===== src/rtl/fp_execute_pipe_if.sv =====
// Issue, datapath and retire signals of the FP execute stage.
// master = issue/datapath/writeback side, slave = the execute stage itself.
interface fp_execute_pipe_if #(
   parameter int unsigned XLEN  = 32,
   parameter int unsigned TAG_W = 5
) ();
   logic             in_valid;
   logic             in_ready;
   logic [TAG_W-1:0] in_tag;
   logic [XLEN-1:0]  in_fp_rs1;
   logic [XLEN-1:0]  in_fp_rs2;
   logic [XLEN-1:0]  in_fp_rs3;
   logic [XLEN-1:0]  in_int_rs1;
   logic [4:0]       in_ctrl;
   logic [2:0]       in_rm;
   logic             in_int_to_fp;
   logic             in_iter;

   logic             dp_valid;
   logic             dp_start;
   logic             dp_kill;
   logic [XLEN-1:0]  dp_a;
   logic [XLEN-1:0]  dp_b;
   logic [XLEN-1:0]  dp_c;
   logic [4:0]       dp_ctrl;
   logic [2:0]       dp_rm;
   logic [XLEN-1:0]  dp_pipe_result;
   logic [4:0]       dp_pipe_fflags;
   logic             dp_iter_done;
   logic [XLEN-1:0]  dp_iter_result;
   logic [4:0]       dp_iter_fflags;

   logic             out_valid;
   logic             out_ready;
   logic [XLEN-1:0]  out_result;
   logic [4:0]       out_fflags;
   logic [TAG_W-1:0] out_tag;

   logic             flush;
   logic             fflags_clr;
   logic [4:0]       fflags_acc;
   logic             busy;

   modport master (
      output in_valid, in_tag, in_fp_rs1, in_fp_rs2, in_fp_rs3, in_int_rs1,
             in_ctrl, in_rm, in_int_to_fp, in_iter,
             dp_pipe_result, dp_pipe_fflags, dp_iter_done, dp_iter_result, dp_iter_fflags,
             out_ready, flush, fflags_clr,
      input  in_ready, dp_valid, dp_start, dp_kill, dp_a, dp_b, dp_c, dp_ctrl, dp_rm,
             out_valid, out_result, out_fflags, out_tag, fflags_acc, busy
   );

   modport slave (
      input  in_valid, in_tag, in_fp_rs1, in_fp_rs2, in_fp_rs3, in_int_rs1,
             in_ctrl, in_rm, in_int_to_fp, in_iter,
             dp_pipe_result, dp_pipe_fflags, dp_iter_done, dp_iter_result, dp_iter_fflags,
             out_ready, flush, fflags_clr,
      output in_ready, dp_valid, dp_start, dp_kill, dp_a, dp_b, dp_c, dp_ctrl, dp_rm,
             out_valid, out_result, out_fflags, out_tag, fflags_acc, busy
   );
endinterface


===== src/rtl/fp_execute_pipe.sv =====
// Handshaked FP execute stage: registered operand issue, pipelined and iterative
// classes, in-order retire FIFO with credit-based admission and sticky fflags.
module fp_execute_pipe #(
   parameter int unsigned XLEN      = 32,
   parameter int unsigned TAG_W     = 5,
   parameter int unsigned PIPE_LAT  = 3,
   parameter int unsigned OUT_DEPTH = 4
) (
   input logic              clk,
   input logic              rst,
   fp_execute_pipe_if.slave io
);

   localparam int unsigned PTR_W = $clog2(OUT_DEPTH);
   localparam int unsigned CNT_W = PTR_W + 1;
   localparam int unsigned OCC_W = $clog2(OUT_DEPTH + PIPE_LAT + 2) + 1;

   typedef enum logic {ST_IDLE, ST_ITER} state_t;

   state_t state_q, state_d;

   logic [PIPE_LAT:0]            pv_q, pv_d;
   logic [PIPE_LAT:0][TAG_W-1:0] ptag_q;
   logic [TAG_W-1:0]             iter_tag_q;

   logic [XLEN-1:0] dp_a_q, dp_a_d, dp_b_q, dp_b_d, dp_c_q, dp_c_d;
   logic [4:0]      dp_ctrl_q, dp_ctrl_d;
   logic [2:0]      dp_rm_q, dp_rm_d;
   logic            dp_start_q, dp_kill_q, kill_d;

   logic [XLEN-1:0]  res_mem [OUT_DEPTH];
   logic [4:0]       flg_mem [OUT_DEPTH];
   logic [TAG_W-1:0] tag_mem [OUT_DEPTH];
   logic [PTR_W-1:0] wr_ptr_q, rd_ptr_q;
   logic [CNT_W-1:0] fifo_cnt_q, fifo_cnt_d;

   logic [4:0] acc_q, acc_d;

   logic             accept, pop, push, pipe_push, iter_push, pipe_empty, in_ready;
   logic [OCC_W-1:0] inflight, occ;
   logic [XLEN-1:0]  push_result;
   logic [4:0]       push_fflags;
   logic [TAG_W-1:0] push_tag;

   // Admission is credit based: FIFO entries plus everything still in flight.
   assign pipe_empty = ~|pv_q;
   assign pop        = (fifo_cnt_q != '0) && io.out_ready;
   assign inflight   = OCC_W'($countones(pv_q)) + OCC_W'(state_q == ST_ITER);
   assign occ        = OCC_W'(fifo_cnt_q) + inflight;
   assign in_ready   = !rst && !io.flush && (state_q == ST_IDLE)
                       && ((occ - OCC_W'(pop)) < OCC_W'(OUT_DEPTH))
                       && (!io.in_iter || pipe_empty);
   assign accept     = io.in_valid && in_ready;

   always_comb begin
      state_d   = state_q;
      iter_push = 1'b0;
      kill_d    = 1'b0;
      case (state_q)
         ST_IDLE: if (accept && io.in_iter) state_d = ST_ITER;
         ST_ITER: begin
            if (io.flush) begin
               state_d = ST_IDLE;
               kill_d  = 1'b1;
            end else if (io.dp_iter_done) begin
               state_d   = ST_IDLE;
               iter_push = 1'b1;
            end
         end
         default: state_d = ST_IDLE;
      endcase
   end

   assign pv_d      = io.flush ? '0 : {pv_q[PIPE_LAT-1:0], accept && !io.in_iter};
   assign pipe_push = pv_q[PIPE_LAT] && !io.flush;
   assign push      = pipe_push || iter_push;

   // Pipelined and iterative completions are mutually exclusive by admission rule.
   always_comb begin
      push_result = io.dp_pipe_result;
      push_fflags = io.dp_pipe_fflags;
      push_tag    = ptag_q[PIPE_LAT];
      if (iter_push) begin
         push_result = io.dp_iter_result;
         push_fflags = io.dp_iter_fflags;
         push_tag    = iter_tag_q;
      end
   end

   // Operands are zero unless an op is being issued or an iterative op is active.
   always_comb begin
      dp_a_d    = '0;
      dp_b_d    = '0;
      dp_c_d    = '0;
      dp_ctrl_d = '0;
      dp_rm_d   = '0;
      if (accept) begin
         dp_a_d    = io.in_int_to_fp ? io.in_int_rs1 : io.in_fp_rs1;
         dp_b_d    = io.in_fp_rs2;
         dp_c_d    = io.in_fp_rs3;
         dp_ctrl_d = io.in_ctrl;
         dp_rm_d   = io.in_rm;
      end else if (state_d == ST_ITER) begin
         dp_a_d    = dp_a_q;
         dp_b_d    = dp_b_q;
         dp_c_d    = dp_c_q;
         dp_ctrl_d = dp_ctrl_q;
         dp_rm_d   = dp_rm_q;
      end
   end

   assign fifo_cnt_d = io.flush ? '0 : (fifo_cnt_q + CNT_W'(push) - CNT_W'(pop));

   always_comb begin
      acc_d = acc_q;
      if (pop) begin
         acc_d = io.fflags_clr ? flg_mem[rd_ptr_q] : (acc_q | flg_mem[rd_ptr_q]);
      end else if (io.fflags_clr) begin
         acc_d = '0;
      end
   end

   always_ff @(posedge clk or posedge rst) begin
      if (rst) begin
         state_q    <= ST_IDLE;
         pv_q       <= '0;
         dp_a_q     <= '0;
         dp_b_q     <= '0;
         dp_c_q     <= '0;
         dp_ctrl_q  <= '0;
         dp_rm_q    <= '0;
         dp_start_q <= 1'b0;
         dp_kill_q  <= 1'b0;
         iter_tag_q <= '0;
         wr_ptr_q   <= '0;
         rd_ptr_q   <= '0;
         fifo_cnt_q <= '0;
         acc_q      <= '0;
      end else begin
         state_q    <= state_d;
         pv_q       <= pv_d;
         dp_a_q     <= dp_a_d;
         dp_b_q     <= dp_b_d;
         dp_c_q     <= dp_c_d;
         dp_ctrl_q  <= dp_ctrl_d;
         dp_rm_q    <= dp_rm_d;
         dp_start_q <= accept && io.in_iter;
         dp_kill_q  <= kill_d;
         if (accept && io.in_iter) iter_tag_q <= io.in_tag;
         fifo_cnt_q <= fifo_cnt_d;
         acc_q      <= acc_d;
         if (io.flush) begin
            wr_ptr_q <= '0;
            rd_ptr_q <= '0;
         end else begin
            if (push) wr_ptr_q <= wr_ptr_q + PTR_W'(1);
            if (pop)  rd_ptr_q <= rd_ptr_q + PTR_W'(1);
         end
      end
   end

   always_ff @(posedge clk) begin
      ptag_q <= {ptag_q[PIPE_LAT-1:0], io.in_tag};
      if (push) begin
         res_mem[wr_ptr_q] <= push_result;
         flg_mem[wr_ptr_q] <= push_fflags;
         tag_mem[wr_ptr_q] <= push_tag;
      end
   end

   assert property (@(posedge clk) disable iff (rst) !(push && (fifo_cnt_q == CNT_W'(OUT_DEPTH))));

   assign io.in_ready   = in_ready;
   assign io.dp_valid   = pv_q[0];
   assign io.dp_start   = dp_start_q;
   assign io.dp_kill    = dp_kill_q;
   assign io.dp_a       = dp_a_q;
   assign io.dp_b       = dp_b_q;
   assign io.dp_c       = dp_c_q;
   assign io.dp_ctrl    = dp_ctrl_q;
   assign io.dp_rm      = dp_rm_q;
   assign io.out_valid  = (fifo_cnt_q != '0);
   assign io.out_result = res_mem[rd_ptr_q];
   assign io.out_fflags = flg_mem[rd_ptr_q];
   assign io.out_tag    = tag_mem[rd_ptr_q];
   assign io.fflags_acc = acc_q;
   assign io.busy       = (occ != '0);

endmodule


===== src/flat_wrapper.sv =====
// flat-port wrapper written by rule: the top's interface ports become plain ports
module fp_execute_pipe_flat 
#(
   parameter int unsigned XLEN      = 32,
   parameter int unsigned TAG_W     = 5,
   parameter int unsigned PIPE_LAT  = 3,
   parameter int unsigned OUT_DEPTH = 4
)
  (clk, rst, io_in_valid, io_in_tag, io_in_fp_rs1, io_in_fp_rs2, io_in_fp_rs3, io_in_int_rs1, io_in_ctrl, io_in_rm, io_in_int_to_fp, io_in_iter, io_dp_pipe_result, io_dp_pipe_fflags, io_dp_iter_done, io_dp_iter_result, io_dp_iter_fflags, io_out_ready, io_flush, io_fflags_clr, io_in_ready, io_dp_valid, io_dp_start, io_dp_kill, io_dp_a, io_dp_b, io_dp_c, io_dp_ctrl, io_dp_rm, io_out_valid, io_out_result, io_out_fflags, io_out_tag, io_fflags_acc, io_busy);
  fp_execute_pipe_if #(.XLEN(XLEN), .TAG_W(TAG_W)) io_i ();
  input logic clk;
  input logic rst;
  input wire logic [$bits(io_i.in_valid)-1:0] io_in_valid;
  input wire logic [$bits(io_i.in_tag)-1:0] io_in_tag;
  input wire logic [$bits(io_i.in_fp_rs1)-1:0] io_in_fp_rs1;
  input wire logic [$bits(io_i.in_fp_rs2)-1:0] io_in_fp_rs2;
  input wire logic [$bits(io_i.in_fp_rs3)-1:0] io_in_fp_rs3;
  input wire logic [$bits(io_i.in_int_rs1)-1:0] io_in_int_rs1;
  input wire logic [$bits(io_i.in_ctrl)-1:0] io_in_ctrl;
  input wire logic [$bits(io_i.in_rm)-1:0] io_in_rm;
  input wire logic [$bits(io_i.in_int_to_fp)-1:0] io_in_int_to_fp;
  input wire logic [$bits(io_i.in_iter)-1:0] io_in_iter;
  input wire logic [$bits(io_i.dp_pipe_result)-1:0] io_dp_pipe_result;
  input wire logic [$bits(io_i.dp_pipe_fflags)-1:0] io_dp_pipe_fflags;
  input wire logic [$bits(io_i.dp_iter_done)-1:0] io_dp_iter_done;
  input wire logic [$bits(io_i.dp_iter_result)-1:0] io_dp_iter_result;
  input wire logic [$bits(io_i.dp_iter_fflags)-1:0] io_dp_iter_fflags;
  input wire logic [$bits(io_i.out_ready)-1:0] io_out_ready;
  input wire logic [$bits(io_i.flush)-1:0] io_flush;
  input wire logic [$bits(io_i.fflags_clr)-1:0] io_fflags_clr;
  output wire logic [$bits(io_i.in_ready)-1:0] io_in_ready;
  output wire logic [$bits(io_i.dp_valid)-1:0] io_dp_valid;
  output wire logic [$bits(io_i.dp_start)-1:0] io_dp_start;
  output wire logic [$bits(io_i.dp_kill)-1:0] io_dp_kill;
  output wire logic [$bits(io_i.dp_a)-1:0] io_dp_a;
  output wire logic [$bits(io_i.dp_b)-1:0] io_dp_b;
  output wire logic [$bits(io_i.dp_c)-1:0] io_dp_c;
  output wire logic [$bits(io_i.dp_ctrl)-1:0] io_dp_ctrl;
  output wire logic [$bits(io_i.dp_rm)-1:0] io_dp_rm;
  output wire logic [$bits(io_i.out_valid)-1:0] io_out_valid;
  output wire logic [$bits(io_i.out_result)-1:0] io_out_result;
  output wire logic [$bits(io_i.out_fflags)-1:0] io_out_fflags;
  output wire logic [$bits(io_i.out_tag)-1:0] io_out_tag;
  output wire logic [$bits(io_i.fflags_acc)-1:0] io_fflags_acc;
  output wire logic [$bits(io_i.busy)-1:0] io_busy;
  assign io_i.in_valid = io_in_valid;
  assign io_i.in_tag = io_in_tag;
  assign io_i.in_fp_rs1 = io_in_fp_rs1;
  assign io_i.in_fp_rs2 = io_in_fp_rs2;
  assign io_i.in_fp_rs3 = io_in_fp_rs3;
  assign io_i.in_int_rs1 = io_in_int_rs1;
  assign io_i.in_ctrl = io_in_ctrl;
  assign io_i.in_rm = io_in_rm;
  assign io_i.in_int_to_fp = io_in_int_to_fp;
  assign io_i.in_iter = io_in_iter;
  assign io_i.dp_pipe_result = io_dp_pipe_result;
  assign io_i.dp_pipe_fflags = io_dp_pipe_fflags;
  assign io_i.dp_iter_done = io_dp_iter_done;
  assign io_i.dp_iter_result = io_dp_iter_result;
  assign io_i.dp_iter_fflags = io_dp_iter_fflags;
  assign io_i.out_ready = io_out_ready;
  assign io_i.flush = io_flush;
  assign io_i.fflags_clr = io_fflags_clr;
  assign io_in_ready = io_i.in_ready;
  assign io_dp_valid = io_i.dp_valid;
  assign io_dp_start = io_i.dp_start;
  assign io_dp_kill = io_i.dp_kill;
  assign io_dp_a = io_i.dp_a;
  assign io_dp_b = io_i.dp_b;
  assign io_dp_c = io_i.dp_c;
  assign io_dp_ctrl = io_i.dp_ctrl;
  assign io_dp_rm = io_i.dp_rm;
  assign io_out_valid = io_i.out_valid;
  assign io_out_result = io_i.out_result;
  assign io_out_fflags = io_i.out_fflags;
  assign io_out_tag = io_i.out_tag;
  assign io_fflags_acc = io_i.fflags_acc;
  assign io_busy = io_i.busy;
  fp_execute_pipe #(.XLEN(XLEN), .TAG_W(TAG_W), .PIPE_LAT(PIPE_LAT), .OUT_DEPTH(OUT_DEPTH)) u_core (.clk(clk), .rst(rst), .io(io_i));
endmodule

===== config.mk =====
export PLATFORM = sky130hd
export DESIGN_NAME = fp_execute_pipe_flat
export DESIGN_NICKNAME = d
export VERILOG_FILES = /design/src/rtl/fp_execute_pipe_if.sv /design/src/rtl/fp_execute_pipe.sv /design/src/flat_wrapper.sv
export SDC_FILE = /design/constraint.sdc
export NUM_CORES = 1
export LEC_CHECK = 0
export CORE_ASPECT_RATIO = 0.9
export CORE_UTILIZATION = 45
export DETAILED_ROUTE_END_ITERATION = 7
export PLACE_DENSITY = 0.78
export SKIP_LAST_GASP = 1
export SYNTH_ARGS = -nofsm -noshare
export SYNTH_HDL_FRONTEND = slang
export SYNTH_SLANG_ARGS = --single-unit

===== constraint.sdc =====
create_clock -name clk -period 7.45 [get_ports clk]
set_input_delay 1.8625 -clock clk [delete_from_list [all_inputs] [get_ports clk]]
set_output_delay 1.8625 -clock clk [all_outputs]
set_load 0.01 [all_outputs]

# Yosys cells after proc, flatten, opt, wreduce, memory -nomap -nowiden
# Memory sizes are Yosys's and may differ from the RTL's.
# Index checks and enable logic that the tools add are counted.
[word_totals] register_bits=148 ram_bits=168 inputBits=224 output_inout_bits=157 word_cells=88 n_memories=3
[classes] n_addsub=10 order_cmp=1 n_eq_ne=1 n_mux=32 bitwise=2 n_reduce_logical=21
[mem_list] memory="u_core.res_mem" words=4 width=32 read_ports=1 rd_clocked_by_memory_dff=0 write_ports=1 line="fp_execute_pipe.sv:31" rtl="logic [XLEN-1:0] res_mem [OUT_DEPTH];"
[mem_list] memory="u_core.flg_mem" words=4 width=5 read_ports=1 rd_clocked_by_memory_dff=0 write_ports=1 line="fp_execute_pipe.sv:32" rtl="logic [4:0] flg_mem [OUT_DEPTH];"
[mem_list] memory="u_core.tag_mem" words=4 width=5 read_ports=1 rd_clocked_by_memory_dff=0 write_ports=1 line="fp_execute_pipe.sv:33" rtl="logic [TAG_W-1:0] tag_mem [OUT_DEPTH];"
[ops] cell="32-bit 2-to-1 mux" count=6
[ops] cell="5-bit 2-to-1 mux" count=7
[ops] cell="1-bit 2-to-1 mux" count=10
[ops] cell="1-bit logical AND" count=9
[ops] cell="3-bit 2-to-1 mux" count=3
[ops] cell="2-bit 2-to-1 mux" count=4
[ops] cell="2-bit nonzero test" count=3
[ops] cell="3-bit by 5-bit adder with 5-bit output" count=1
[ops] cell="5-bit by 1-bit adder with 5-bit output" count=1
[ops] cell="5-bit adder" count=1
[ops] cell="5-bit by 3-bit < comparator with 1-bit output (second input constant)" count=1
[ops] cell="5-bit bitwise OR" count=1
[ops] cell="5-bit nonzero test" count=1
[ops] cell="5-bit by 1-bit subtractor with 5-bit output" count=1
[ops] cell="1-bit by 1-bit adder with 2-bit output" count=2
[ops] cell="2-bit by 1-bit adder with 2-bit output (second input constant)" count=2
[ops] cell="1-bit logical NOT" count=4
[ops] cell="4-bit 2-to-1 mux" count=1
[ops] cell="4-bit OR reduction" count=1
[ops] cell="3-bit by 1-bit adder with 3-bit output" count=1
[ops] cell="3-bit nonzero test" count=1
[ops] cell="3-bit by 1-bit subtractor with 3-bit output" count=1
[ops] cell="1-bit logical OR" count=2
[ops] cell="2-bit != test (second input constant)" count=1
[ops] cell="2 further kinds" count=2

# Longest topological paths before layout
[logic_depth] depth_word=14 mapped_depth=13 depth_no_buf=11

# Least setup slack after synthesis
# OpenSTA, ideal clock, no wires.
[synth_timing] kind="input-to-output" from="in io_flush" to="out io_in_ready" arrival_time_ns=2.702 t_required_ns=5.588 slack_ns=2.885 stages=3 path_buffers=1 path_cell_list="clkbuf_1 a2111oi_2 o211a_1"
[synth_via] elab_chain_cells=5
[synth_lines] item="start, declared" line="flat_wrapper.sv:29" rtl="input wire logic [$bits(io_i.flush)-1:0] io_flush;"
[synth_lines] item="1-bit logical NOT" line="fp_execute_pipe.sv:50" rtl="assign in_ready = !rst && !io.flush && (state_q == ST_IDLE)"
[synth_lines] item="1-bit logical AND (2 in series)" line="fp_execute_pipe.sv:50"
[synth_lines] item="1-bit logical AND" line="fp_execute_pipe.sv:51" rtl="&& ((occ - OCC_W'(pop)) < OCC_W'(OUT_DEPTH))"
[synth_lines] item="1-bit logical AND" line="fp_execute_pipe.sv:52" rtl="&& (!io.in_iter || pipe_empty);"
[synth_lines] item="end, declared" line="flat_wrapper.sv:31" rtl="output wire logic [$bits(io_i.in_ready)-1:0] io_in_ready;"
# Every way passes these cells.

# Worst setup path after layout
# Ends and elaborated chain as after synthesis.

==> metrics.txt <==
outcome finished, final reports clean; register area share after synthesis between 70% and 80%; Final nets roughly 1300; Detail Route Antenna Nets 0; DR pass1 iterations 4; Worst Hold Launch u_core.ptag_q[13]; clk sinks 316; Routed met1 length 11.83 mm; setup TNS 0 ps; initial antenna violation count 3; footprint of the multi-input gates about 3300 sq um; H-tree levels 1; met3 WL approximately 2.9 mm; Hold Path Class flop to flop; Final min period 5994 ps; cell accounting for the most synthesized area edfxtp_1; CP max FO 16; core region area 26420 sq um; Switching Share 24.86%; first-pass GRT wire length about 46 mm; clk_lat worst skew 560 ps; cell area after synthesis between 10000 and 15000 sq um; Pint ~0.0034 W; Distinct cells, synth 36; CTS resizes 0; clock share of power about a third; synth cell count leaders edfxtp_1 (168), dfrtp_1 (128), a22o_1 (72); Pwr Total between 0.004 and 0.005 W; share of layout cells above drive strength 1 about 15%; vias 7558; Ys Warns 0; Max Used Layer met4; vias per inst roughly 5.1; Root Driver clkbuf_16; Die Area between 20000 and 30000 sq um; cell row count 56; crit path from io_flush; Num CTS Buffers 30; Clock Pin Slew Worst Setup and Hold Paths 60 ps; Synth Area per Inst approximately 17 sq um; Starting Density between 40% and 50%; combinational power share about a fifth; number of buffers added for setup after CTS 0; Post-synth EDFFs 168; CTS tree built; vias in the first global route 8114; Syn Nets 955; Relative slew margins 29.43%; synthesized flop and latch total about 320; met2 routed WL 15.47 mm; hold-fix buffers at CTS 0; die height around 160 um; GRT Total Usage 21.76%; die width approximately 180 um; Filler cells ~1900; Final Hold Viols 0; Synth Flop Type edfxtp_1; drc violations 0; Critical Path Source Type primary input; WS Path Type primary input to output pin; Clock Path Buffers 3; ys async rst share about two fifths; total leakage power roughly 6.7 nW; count leader, synth edfxtp_1; highest clock rate between 150 and 200 MHz; Synth area leaders edfxtp_1 (41%), dfrtp_1 (26%), mux4_2 (7.7%), a22o_1 (5.1%), mux2_2 (4.3%); routability cong. ~0.78; Wirelength per Cell 21.12 um; post-DP HPWL around 21 mm; IO buf count 380; synthesized instance count between 700 and 800; Max Cap Viol 0; max-slew violations 0; endpoint class of the critical path output pin; Crit path arrival time around 4100 ps; GRT Residual Overflow 0; power density cells approximately 260 nW/um^2; Ports 381; largest net degree at the start of global routing 73; Iter 0 DRT Violations 464; crit share post-route 80.46%; P_sw between 0.001 and 0.0015 W; Final Setup Violations 0; skew final 25.85 ps; RSZ-0062 raised after global routing no; Post-Route WL slightly above 30 mm; FF/Latch Area 8653 sq um; VDD IR max about 0.14 mV; Worst Tran Pin Value 1059 ps; reg-to-reg startpoint u_core.pv_q[0]; Syn-to-layout area delta 41.79%; Required @ worst endpoint between 5000 and 6000 ps; top cell type's share of synthesized area 41.11%; share of power burned in registers between 40% and 50%
## path summary, 6_finish.rpt
check | end | slack [ps] | cells past startpoint
hold / removal | u_core.ptag_q[18] | 320 | 0
setup / recovery | io_in_ready | 1460 | 4
max in group asynchronous | u_core.io.dp_a[2] | 4350 | 3
min in group asynchronous | u_core.fifo_cnt_q[2] | 1790 | 2
setup reg to reg | u_core.io.dp_c[0] | 3830 | 12
hold reg to reg | u_core.ptag_q[18] | 320 | 0
## metal layers
metal / GRT usage, % / up-vias
met4: 7.039 / 0
met2: 37.25 / 286
li1: - / 3470
met1: 25.91 / 3753
met3: 7.283 / 49
met5: 0 / -
## cells by family (layout without fill, tap and decap cells)
| family | Yosys count | in the layout | share of synthesized area, % |
|---|---|---|---|
| and+or+nand+nor | 65 | 65 | 2.314 |
| other | 0 | 3 | 0 |
| buffers and inverters | 69 | 472 | 2.681 |
| DFF | 316 | 316 | 70.47 |
| adders and majority gates | 17 | 17 | 1.978 |
| xor gates and xnor gates | 6 | 6 | 0.4282 |
| AOI/OAI and AO/OA | 119 | 119 | 7.422 |
| muxes | 122 | 122 | 14.71 |
## layout by cell type, fill, tap and decap left out, types with 2 or more instances in the layout
| cell | count |
|---|---|
| dfxtp_1 | 20 |
| mux2_2 | 47 |
| clkinv_2 | 8 |
| clkinv_1 | 5 |
| o21ai_0 | 8 |
| ha_1 | 13 |
| mux2i_1 | 33 |
| nor2b_1 | 2 |
| clkinvlp_4 | 3 |
| and2_2 | 4 |
| clkbuf_1 | 3 |
| dfrtp_1 | 126 |
| buf_4 | 10 |
| diode_2 | 3 |
| edfxtp_1 | 168 |
| clkdlybuf4s50_1 | 379 |
| inv_1 | 25 |
| fa_1 | 4 |
| nor3_1 | 2 |
| and2_1 | 2 |
| o2111ai_2 | 2 |
| a22o_1 | 72 |
| clkbuf_16 | 30 |
| nand2_1 | 41 |
| nor2_1 | 9 |
| mux4_2 | 42 |
| bufinv_16 | 5 |
| xnor2_1 | 4 |
| xor2_1 | 2 |
| o21ai_1 | 30 |
## worst max-delay path: stages
cell	delay, ps
clkdlybuf4s50_1	720
a2111oi_2	690
o211a_1	270
clkdlybuf4s50_1	590
## state kept, by name, indices dropped and copies added, names as in the netlist
name,count
u_core.io.dp_ctrl,5
u_core.tag_mem,20
u_core.wr_ptr_q,2
u_core.io.dp_c,32
u_core.io.dp_rm,3
u_core.iter_tag_q,5
u_core.io.dp_b,32
u_core.res_mem,128
u_core.rd_ptr_q,2
u_core.io.dp_a,32
u_core.ptag_q,20
u_core.flg_mem,20
u_core.pv_q,4
u_core.io.fflags_acc,5
u_core.fifo_cnt_q,3
u_core.io.dp_start,1
u_core.io.dp_kill,1
u_core.state_q,1
## metrics by stage
step	hold WS, ps	worst slack (ps)	std cells	utilization, %	instance area, sq um
floorplan	309.6	2175	714	-	12270
global placement	309.7	1505	1409	62.00	16380
detailed placement	313.2	1425	1409	62.00	16380
CTS	325.9	1409	1465	65.85	17390
global route	331.3	1318	1468	65.88	17400
finish	320.8	1456	1468	65.88	17400
## power by group through the flow
stage	Combinational [W]	Sequential, W	Clock [W]
4_1_cts	0.000926	0.00206	0.00159
3_5_place_dp	0.000919	0.00209	0
2_1_floorplan	0.000496	0.00203	0
6_report	0.000914	0.00206	0.00157
5_1_grt	0.000979	0.00208	0.00166
3_3_place_gp	0.000909	0.00210	0
## cell type report
cell class	instances	area share [%]
Antenna cell	3	0.04314
Tap cell	348	2.502
Clock buffer	33	4.379
Sequential cell	316	49.73
Inverter	26	0.5896
Multi-Input combinational cell	329	19.04
Timing Repair Buffer	390	22.26
Clock inverter	23	1.460
(Power assumes the default switching activity.)
